**config.mk**
```make
export PLATFORM = sky130hd
export DESIGN_NAME = pcm_rx_capture
export DESIGN_NICKNAME = d
export VERILOG_FILES = /design/src/rtl/pcm_rx_pkg.sv /design/src/rtl/pcm_frame_fifo.sv /design/src/rtl/pcm_rx_capture.sv
export SDC_FILE = /design/constraint.sdc
export NUM_CORES = 1
export LEC_CHECK = 0
export BUFFER_PORTS_ARGS = -buffer_cell sky130_fd_sc_hd__buf_4
export CAP_MARGIN = 20
export CORE_MARGIN = 8
export CORE_UTILIZATION = 35
export CTS_BUF_LIST = sky130_fd_sc_hd__clkbuf_4 sky130_fd_sc_hd__clkbuf_8
export CTS_CLUSTER_SIZE = 30
export DETAILED_ROUTE_END_ITERATION = 10
export PLACE_DENSITY = 0.46
export SYNTH_ARGS = -nofsm -noshare
export SYNTH_HDL_FRONTEND = slang
export SYNTH_SLANG_ARGS = --single-unit
```
**constraint.sdc**
```tcl
create_clock -name i_clk -period 11.1 [get_ports i_clk]
set_input_delay 0.555 -clock i_clk [delete_from_list [all_inputs] [get_ports i_clk]]
set_output_delay 0.555 -clock i_clk [all_outputs]
set_load 0.1 [all_outputs]
```
**src/rtl/pcm_rx_pkg.sv**
```systemverilog
// Shared encodings for the PCM receive capture block: serial format codes,
// capture FSM states and the per-slot bit counter width.
package pcm_rx_pkg;

  localparam logic FMT_I2S = 1'b0;
  localparam logic FMT_LJ  = 1'b1;

  localparam int BITCNT_W = 6;
  localparam logic [BITCNT_W-1:0] BITCNT_MAX = '1;

  typedef enum logic [1:0] {
    ST_IDLE  = 2'd0,
    ST_SEEK  = 2'd1,
    ST_CAP_L = 2'd2,
    ST_CAP_R = 2'd3
  } state_t;

endpackage

```
**src/rtl/pcm_frame_fifo.sv**
```systemverilog
// First-word-fall-through frame FIFO. The head entry is always visible on
// o_data. A push into a full FIFO is taken only when a pop frees a slot in
// the same cycle.
module pcm_frame_fifo
  import pcm_rx_pkg::*;
#(
  parameter int WIDTH = 48,
  parameter int DEPTH = 8,
  localparam int AW   = $clog2(DEPTH),
  localparam int LW   = AW + 1
) (
  input  logic             i_clk,
  input  logic             i_rst_n,
  input  logic             i_push,
  input  logic [WIDTH-1:0] i_data,
  input  logic             i_pop,
  output logic [WIDTH-1:0] o_data,
  output logic             o_full,
  output logic             o_empty,
  output logic [LW-1:0]    o_level
);

  logic [WIDTH-1:0] r_mem [DEPTH];
  logic [AW-1:0]    r_wptr;
  logic [AW-1:0]    r_rptr;
  logic [LW-1:0]    r_level;
  logic             w_do_push;
  logic             w_do_pop;

  assign o_full    = (r_level == LW'(DEPTH));
  assign o_empty   = (r_level == '0);
  assign w_do_pop  = i_pop & ~o_empty;
  assign w_do_push = i_push & (~o_full | w_do_pop);
  assign o_data    = r_mem[r_rptr];
  assign o_level   = r_level;

  // Storage array: written on accepted pushes only, never reset.
  always_ff @(posedge i_clk) begin
    if (w_do_push) r_mem[r_wptr] <= i_data;
  end

  // Pointers wrap naturally because DEPTH is a power of two.
  always_ff @(posedge i_clk or negedge i_rst_n) begin
    if (!i_rst_n) begin
      r_wptr  <= '0;
      r_rptr  <= '0;
      r_level <= '0;
    end else begin
      if (w_do_push) r_wptr <= r_wptr + 1'b1;
      if (w_do_pop)  r_rptr <= r_rptr + 1'b1;
      if (w_do_push && !w_do_pop)      r_level <= r_level + 1'b1;
      else if (!w_do_push && w_do_pop) r_level <= r_level - 1'b1;
    end
  end

endmodule

```
**src/rtl/pcm_rx_capture.sv**
```systemverilog
// Stereo ADC receive front end: oversamples the master-mode serial bus,
// decodes I2S or left-justified slots, queues complete {L,R} frames and
// drives the ADC strap pins from configuration.
module pcm_rx_capture
  import pcm_rx_pkg::*;
#(
  parameter int SAMPLE_W   = 24,
  parameter int FIFO_DEPTH = 8,
  parameter int CNT_W      = 8,
  localparam int LVL_W     = $clog2(FIFO_DEPTH) + 1
) (
  input  logic                i_clk,
  input  logic                i_rst_n,
  input  logic                i_en,
  input  logic                i_fmt_sel,
  input  logic [1:0]          i_md_sel,
  input  logic                i_bck,
  input  logic                i_lrck,
  input  logic                i_adata,
  output logic                o_adc_fmt,
  output logic                o_adc_md1,
  output logic                o_adc_md2,
  output logic                o_frame_valid,
  input  logic                i_frame_ready,
  output logic [SAMPLE_W-1:0] o_lword,
  output logic [SAMPLE_W-1:0] o_rword,
  output logic [LVL_W-1:0]    o_fifo_level,
  output logic                o_locked,
  output logic                o_ovf,
  output logic [CNT_W-1:0]    o_ovf_cnt,
  input  logic                i_ovf_clr
);

  logic [1:0]            r_bck_sync, r_lrck_sync, r_adata_sync;
  logic                  r_bck_prev, r_lrck_prev;
  logic [SAMPLE_W-1:0]   r_word, r_lword, r_rword;
  logic [BITCNT_W-1:0]   r_bitcnt;
  state_t                r_state;
  logic                  r_push, r_locked, r_ovf;
  logic [CNT_W-1:0]      r_ovf_cnt;
  logic                  r_adc_fmt, r_adc_md1, r_adc_md2;

  logic                  w_bre, w_lrck, w_adata, w_boundary;
  logic [SAMPLE_W-1:0]   w_word_ins, w_closed, w_lj_first;
  logic [2*SAMPLE_W-1:0] w_head;
  logic                  w_full, w_empty, w_pop, w_drop;

  // Two-stage synchronisers on the asynchronous bus, plus bck history for edge detect.
  always_ff @(posedge i_clk or negedge i_rst_n) begin
    if (!i_rst_n) begin
      r_bck_sync   <= '0;
      r_lrck_sync  <= '0;
      r_adata_sync <= '0;
      r_bck_prev   <= 1'b0;
    end else begin
      r_bck_sync   <= {r_bck_sync[0], i_bck};
      r_lrck_sync  <= {r_lrck_sync[0], i_lrck};
      r_adata_sync <= {r_adata_sync[0], i_adata};
      r_bck_prev   <= r_bck_sync[1];
    end
  end

  assign w_bre      = r_bck_sync[1] & ~r_bck_prev;
  assign w_lrck     = r_lrck_sync[1];
  assign w_adata    = r_adata_sync[1];
  assign w_boundary = w_bre & (w_lrck != r_lrck_prev);

  // Current word with this bre's bit dropped into its MSB-first position;
  // bits past SAMPLE_W match no position and are ignored.
  for (genvar gi = 0; gi < SAMPLE_W; gi++) begin : g_ins
    assign w_word_ins[gi] = (r_bitcnt == BITCNT_W'(SAMPLE_W - 1 - gi)) ? w_adata : r_word[gi];
  end

  // In I2S the boundary bit still belongs to the slot being closed.
  assign w_closed = (i_fmt_sel == FMT_I2S) ? w_word_ins : r_word;

  // In left-justified mode the boundary bit is the new slot's MSB.
  always_comb begin
    w_lj_first             = '0;
    w_lj_first[SAMPLE_W-1] = w_adata;
  end

  // Slot shifter and bit counter; runs on every bre so any slot can be picked up.
  always_ff @(posedge i_clk or negedge i_rst_n) begin
    if (!i_rst_n) begin
      r_lrck_prev <= 1'b0;
      r_word      <= '0;
      r_bitcnt    <= '0;
    end else if (w_boundary) begin
      r_lrck_prev <= w_lrck;
      if (i_fmt_sel == FMT_LJ) begin
        r_word   <= w_lj_first;
        r_bitcnt <= BITCNT_W'(1);
      end else begin
        r_word   <= '0;
        r_bitcnt <= '0;
      end
    end else if (w_bre) begin
      r_lrck_prev <= w_lrck;
      r_word      <= w_word_ins;
      if (r_bitcnt != BITCNT_MAX) r_bitcnt <= r_bitcnt + 1'b1;
    end
  end

  // Frame FSM: align to a left slot, latch L then R, push one cycle after the closing bre.
  always_ff @(posedge i_clk or negedge i_rst_n) begin
    if (!i_rst_n) begin
      r_state  <= ST_IDLE;
      r_lword  <= '0;
      r_rword  <= '0;
      r_push   <= 1'b0;
      r_locked <= 1'b0;
    end else begin
      r_push <= 1'b0;
      if (!i_en) begin
        r_state  <= ST_IDLE;
        r_locked <= 1'b0;
      end else begin
        case (r_state)
          ST_IDLE: r_state <= ST_SEEK;
          ST_SEEK: if (w_boundary && !w_lrck) r_state <= ST_CAP_L;
          ST_CAP_L: begin
            if (w_boundary && w_lrck) begin
              r_lword <= w_closed;
              r_state <= ST_CAP_R;
            end
          end
          ST_CAP_R: begin
            if (w_boundary && !w_lrck) begin
              r_rword  <= w_closed;
              r_push   <= 1'b1;
              r_locked <= 1'b1;
              r_state  <= ST_CAP_L;
            end
          end
          default: r_state <= ST_IDLE;
        endcase
      end
    end
  end

  pcm_frame_fifo #(
    .WIDTH (2 * SAMPLE_W),
    .DEPTH (FIFO_DEPTH)
  ) u_fifo (
    .i_clk   (i_clk),
    .i_rst_n (i_rst_n),
    .i_push  (r_push),
    .i_data  ({r_lword, r_rword}),
    .i_pop   (w_pop),
    .o_data  (w_head),
    .o_full  (w_full),
    .o_empty (w_empty),
    .o_level (o_fifo_level)
  );

  assign w_pop  = i_frame_ready & ~w_empty;
  assign w_drop = r_push & w_full & ~w_pop;

  // Sticky overflow flag and saturating drop counter; a clear beats a same-cycle drop.
  always_ff @(posedge i_clk or negedge i_rst_n) begin
    if (!i_rst_n) begin
      r_ovf     <= 1'b0;
      r_ovf_cnt <= '0;
    end else if (i_ovf_clr) begin
      r_ovf     <= 1'b0;
      r_ovf_cnt <= '0;
    end else if (w_drop) begin
      r_ovf <= 1'b1;
      if (r_ovf_cnt != {CNT_W{1'b1}}) r_ovf_cnt <= r_ovf_cnt + 1'b1;
    end
  end

  // ADC strap pins follow configuration with one clock of latency, regardless of en.
  always_ff @(posedge i_clk or negedge i_rst_n) begin
    if (!i_rst_n) begin
      r_adc_fmt <= 1'b0;
      r_adc_md1 <= 1'b0;
      r_adc_md2 <= 1'b0;
    end else begin
      r_adc_fmt <= i_fmt_sel;
      r_adc_md1 <= i_md_sel[0];
      r_adc_md2 <= i_md_sel[1];
    end
  end

  assign o_adc_fmt     = r_adc_fmt;
  assign o_adc_md1     = r_adc_md1;
  assign o_adc_md2     = r_adc_md2;
  assign o_frame_valid = ~w_empty;
  assign o_lword       = w_empty ? '0 : w_head[2*SAMPLE_W-1:SAMPLE_W];
  assign o_rword       = w_empty ? '0 : w_head[SAMPLE_W-1:0];
  assign o_locked      = r_locked;
  assign o_ovf         = r_ovf;
  assign o_ovf_cnt     = r_ovf_cnt;

endmodule

```
==> results_dict.tcl <==
set metrics [dict create \
    fin_crit_ns 3.90 \
    cp_top_family "buffers and inverters" \
    multiInputGateArea_sq_um 5360 \
    dieArea_sq_um 64900 \
    path_max_fanout 52 \
    rows 87 \
    setup_viol 0 \
    hold_class "input port to async pin" \
    cp_cell_sequence "buf_4 > mux4_2 > mux2i_1 > nor2_1 > buf_4" \
    first_iter_violations 712 \
    ys_seq_elements 496 \
    dr.pass1.iters 5 \
    dp_hpwl_um 24400 \
    layout-drive-gt1-share 0.330 \
    max_stage_delay_ns 0.89 \
    synthMuxAreaShare 0.176 \
    overflow 0 \
    utilization 0.410 \
    synth-compound-area-share 0.0316 \
    synth.avg_cell_area_sq_um 18.4 \
    synth-seq-area-share 0.718 \
    slowest_stage "dfrtp_4" \
    rsz0062_at_grt "false" \
    start_util 0.354 \
    synth_flop_cell "edfxtp_1" \
    stdcell_count 2037 \
    final_max_slew_viol_count 0 \
    crit_path_start_kind "flip-flop" \
    wl_um 46300 \
    core_sq_um 56400 \
    post-route-period-util 0.352 \
    synth_nets 1110 \
    drc_errors 0 \
    clk_path_buf_depth 3 \
    antenna_found_initial 2 \
    critical_path_buf_inv_count 2 \
    numPortBuffers 76 \
    synthArstFlopShare 0.226 \
    cts-root-buf "clkbuf_8" \
    grt_pass1_wl_um 70700 \
    worstPathRequired_ns 10.55 \
    ys_types 58 \
    max_slew_margin 0.326 \
    vias_per_cell 5.02 \
    yosys_warnings 0 \
    pwr_density_cell_nw_per_um2 239 \
    synthAdderAreaFrac 0.00727 \
    nFillCells 5195 \
    synth_top_family_by_area "multiplexers" \
    grt_pass1_vias 11100 \
    vias 10200 \
    clock.fmax_ghz 0.256 \
    dieWidth_um 255 \
    clkTransAtPathRegs_ns 0.06 \
    path_class "flip-flop to output port" \
    critical_path_depth 5 \
    dp_cells 1876 \
    routedWlPerCell_um 22.7 \
    num-nets-final 1236 \
    status "finished clean" \
    cts_num_sinks 496 \
    cts_tree "yes" \
    grtUsageTotal 0.146 \
    worstSetupEndpointType "output port" \
    ff2ff_path_depth 10 \
    fin_skew_ns 0.0204 \
    arrival_ns 3.35 \
    ios 77 \
    ir_worst_vdd_mv 0.157 \
    die_y_um 255 \
    cts_setup_buffers 0 \
    whs_ns 0.0281 \
    syn_to_final_growth_pct 15.8 \
    fin_setup_tns_ns 0 \
    syn_inst 1088 \
    gp_congestion 0.722 \
    drv_cap 0 \
    synthesis.area_sq_um 20000 \
    p_leak_nw 8.52 \
    path_common_cell "buf_4" \
    h-tree-depth 3 \
    synth_simple_gate_area_frac 0.0462 \
    cts_buffers 86 \
    ant_nets 0 \
    post_cts_resize_count 0 \
    hold_buffers 5 \
    worstSkewPairLatency_ns 0.65 \
    regArea_sq_um 14300 \
    hold_viol_final 0 \
    synth-xor-area-share 0.00395 \
    tightest_slew_ns 1.01 \
    synth_edf_count 384 \
    grt_max_degree 62 \
]
[power by group]
group          leakage, nW  switching (mW)  total (mW)  internal [mW]
sequential            5.24           0.129        2.14           2.01
clock                0.868           0.729        1.61          0.876
combinational         2.41            1.27        1.78          0.511
total                 8.52            2.12        5.52           3.40
[per-layer routing]
metal,routed length (um),GRT usage,up-vias
met4,936,0.0419,0
met2,22500,0.239,217
met5,0,0,-
li1,-,-,4577
met3,1800,0.0318,83
met1,21100,0.195,5349
[area by class of cell]
class | instances | area share
sequential | 496 | 0.620
multi-input combinational | 519 | 0.232
clock buffer | 120 | 0.0636
tap | 756 | 0.0409
timing repair buffer | 101 | 0.0339
clock inverter | 34 | 0.00779
inverter | 10 | 0.00162
antenna | 1 | 0.000108
[flip-flops by register name, indices dropped and copies added (netlist names), 2 cells and up]
signal          count
r_word             24
r_state             2
r_rword            24
r_bitcnt            6
r_adata_sync        2
u_fifo.r_rptr       3
u_fifo.r_mem      384
u_fifo.r_wptr       3
u_fifo.o_level      4
r_lword            24
r_bck_sync          2
r_lrck_sync         2
o_ovf_cnt           8
[cell usage after synthesis, types with 2 or more instances]
master / instances / share of area
nor3b_1: 3 / 0.0011
or3_1: 2 / 0.00063
o21a_1: 2 / 0.00075
mux2_2: 74 / 0.042
and2_1: 3 / 0.00094
and3_1: 2 / 0.00063
nor2b_1: 4 / 0.0013
xnor2_1: 6 / 0.0026
buf_2: 23 / 0.0058
mux4_2: 96 / 0.11
a21o_1: 6 / 0.0023
o211ai_1: 3 / 0.0011
a211oi_1: 18 / 0.0068
or4_1: 6 / 0.0023
xor2_1: 3 / 0.0013
o31ai_1: 6 / 0.0023
ha_1: 10 / 0.0063
edfxtp_1: 384 / 0.58
a22o_1: 4 / 0.0018
nor3b_2: 3 / 0.0019
buf_1: 5 / 0.00094
dfrtp_1: 112 / 0.14
o41ai_1: 3 / 0.0013
nor3_1: 10 / 0.0025
a21oi_1: 11 / 0.0028
clkbuf_1: 29 / 0.0055
inv_1: 10 / 0.0019
nor2_1: 61 / 0.011
o21ai_0: 42 / 0.011
nand2b_1: 7 / 0.0022
nand2_1: 39 / 0.0073
buf_6: 3 / 0.0017
mux2i_1: 51 / 0.026
nand3_1: 16 / 0.0040
nand3b_1: 5 / 0.0019
nor4b_2: 2 / 0.0015
buf_4: 3 / 0.0011
[cell families (layout without fill, tap and decap cells)]
| kind of cell | after synthesis | in the layout |
|---|---|---|
| DFF | 496 | 496 |
| muxes | 222 | 222 |
| and+or+nand+nor | 176 | 176 |
| AOI/OAI and AO/OA | 101 | 101 |
| buffers and inverters | 73 | 265 |
| adders and majority gates | 11 | 11 |
| xor gates and xnor gates | 9 | 9 |
| other | 0 | 1 |
[path summary, 6_finish.rpt]
path	startpoint	endpoint	slack [ns]
worst max-delay path	u_fifo.r_rptr[1]	o_lword[8]	7.20
worst min-delay path	i_rst_n	r_rword[19]	0.03
worst max register to register	u_fifo.o_level[0]	u_fifo.o_level[3]	7.88
worst min register to register	r_bck_sync[0]	r_bck_sync[1]	0.35
max in group asynchronous	i_rst_n	r_word[21]	9.84
min in group i_clk	i_fmt_sel	o_adc_fmt	0.16
[placed cells by master (no fill, tap or decap), types with 4 or more instances in the layout]
cell | synthesis | routed
clkinv_2 | 0 | 6
dlygate4sd3_1 | 0 | 5
mux2_2 | 74 | 74
o31ai_1 | 6 | 6
nand3b_1 | 5 | 5
o21ai_0 | 42 | 42
buf_4 | 3 | 95
dfrtp_1 | 112 | 109
nor3_1 | 10 | 8
nor2_4 | 0 | 6
nand2_1 | 39 | 39
or4_1 | 6 | 6
nor2_1 | 61 | 55
xnor2_1 | 6 | 6
a21o_1 | 6 | 6
a22o_1 | 4 | 4
a21oi_1 | 11 | 11
mux4_2 | 96 | 96
nand2b_1 | 7 | 7
a211oi_1 | 18 | 18
edfxtp_1 | 384 | 384
ha_1 | 10 | 10
inv_1 | 10 | 10
nor2b_1 | 4 | 4
clkinv_1 | 0 | 23
nand3_1 | 16 | 16
clkbuf_4 | 0 | 29
clkbuf_8 | 0 | 91
mux2i_1 | 51 | 51
[stage by stage]
| step | power, mW | setup WS, ns | cell area, sq um |
|---|---|---|---|
| 5_1_grt | 5.78 | 6.93 | 23100 |
| 4_1_cts | 5.62 | 7.00 | 23100 |
| 6_report | 5.52 | 7.20 | 23100 |
| 3_3_place_gp | 3.99 | 7.67 | 21400 |
| 2_1_floorplan | 3.57 | 5.60 | 20000 |
| 3_5_place_dp | 3.99 | 7.73 | 21400 |
Power figures use the tool's default switching activity.
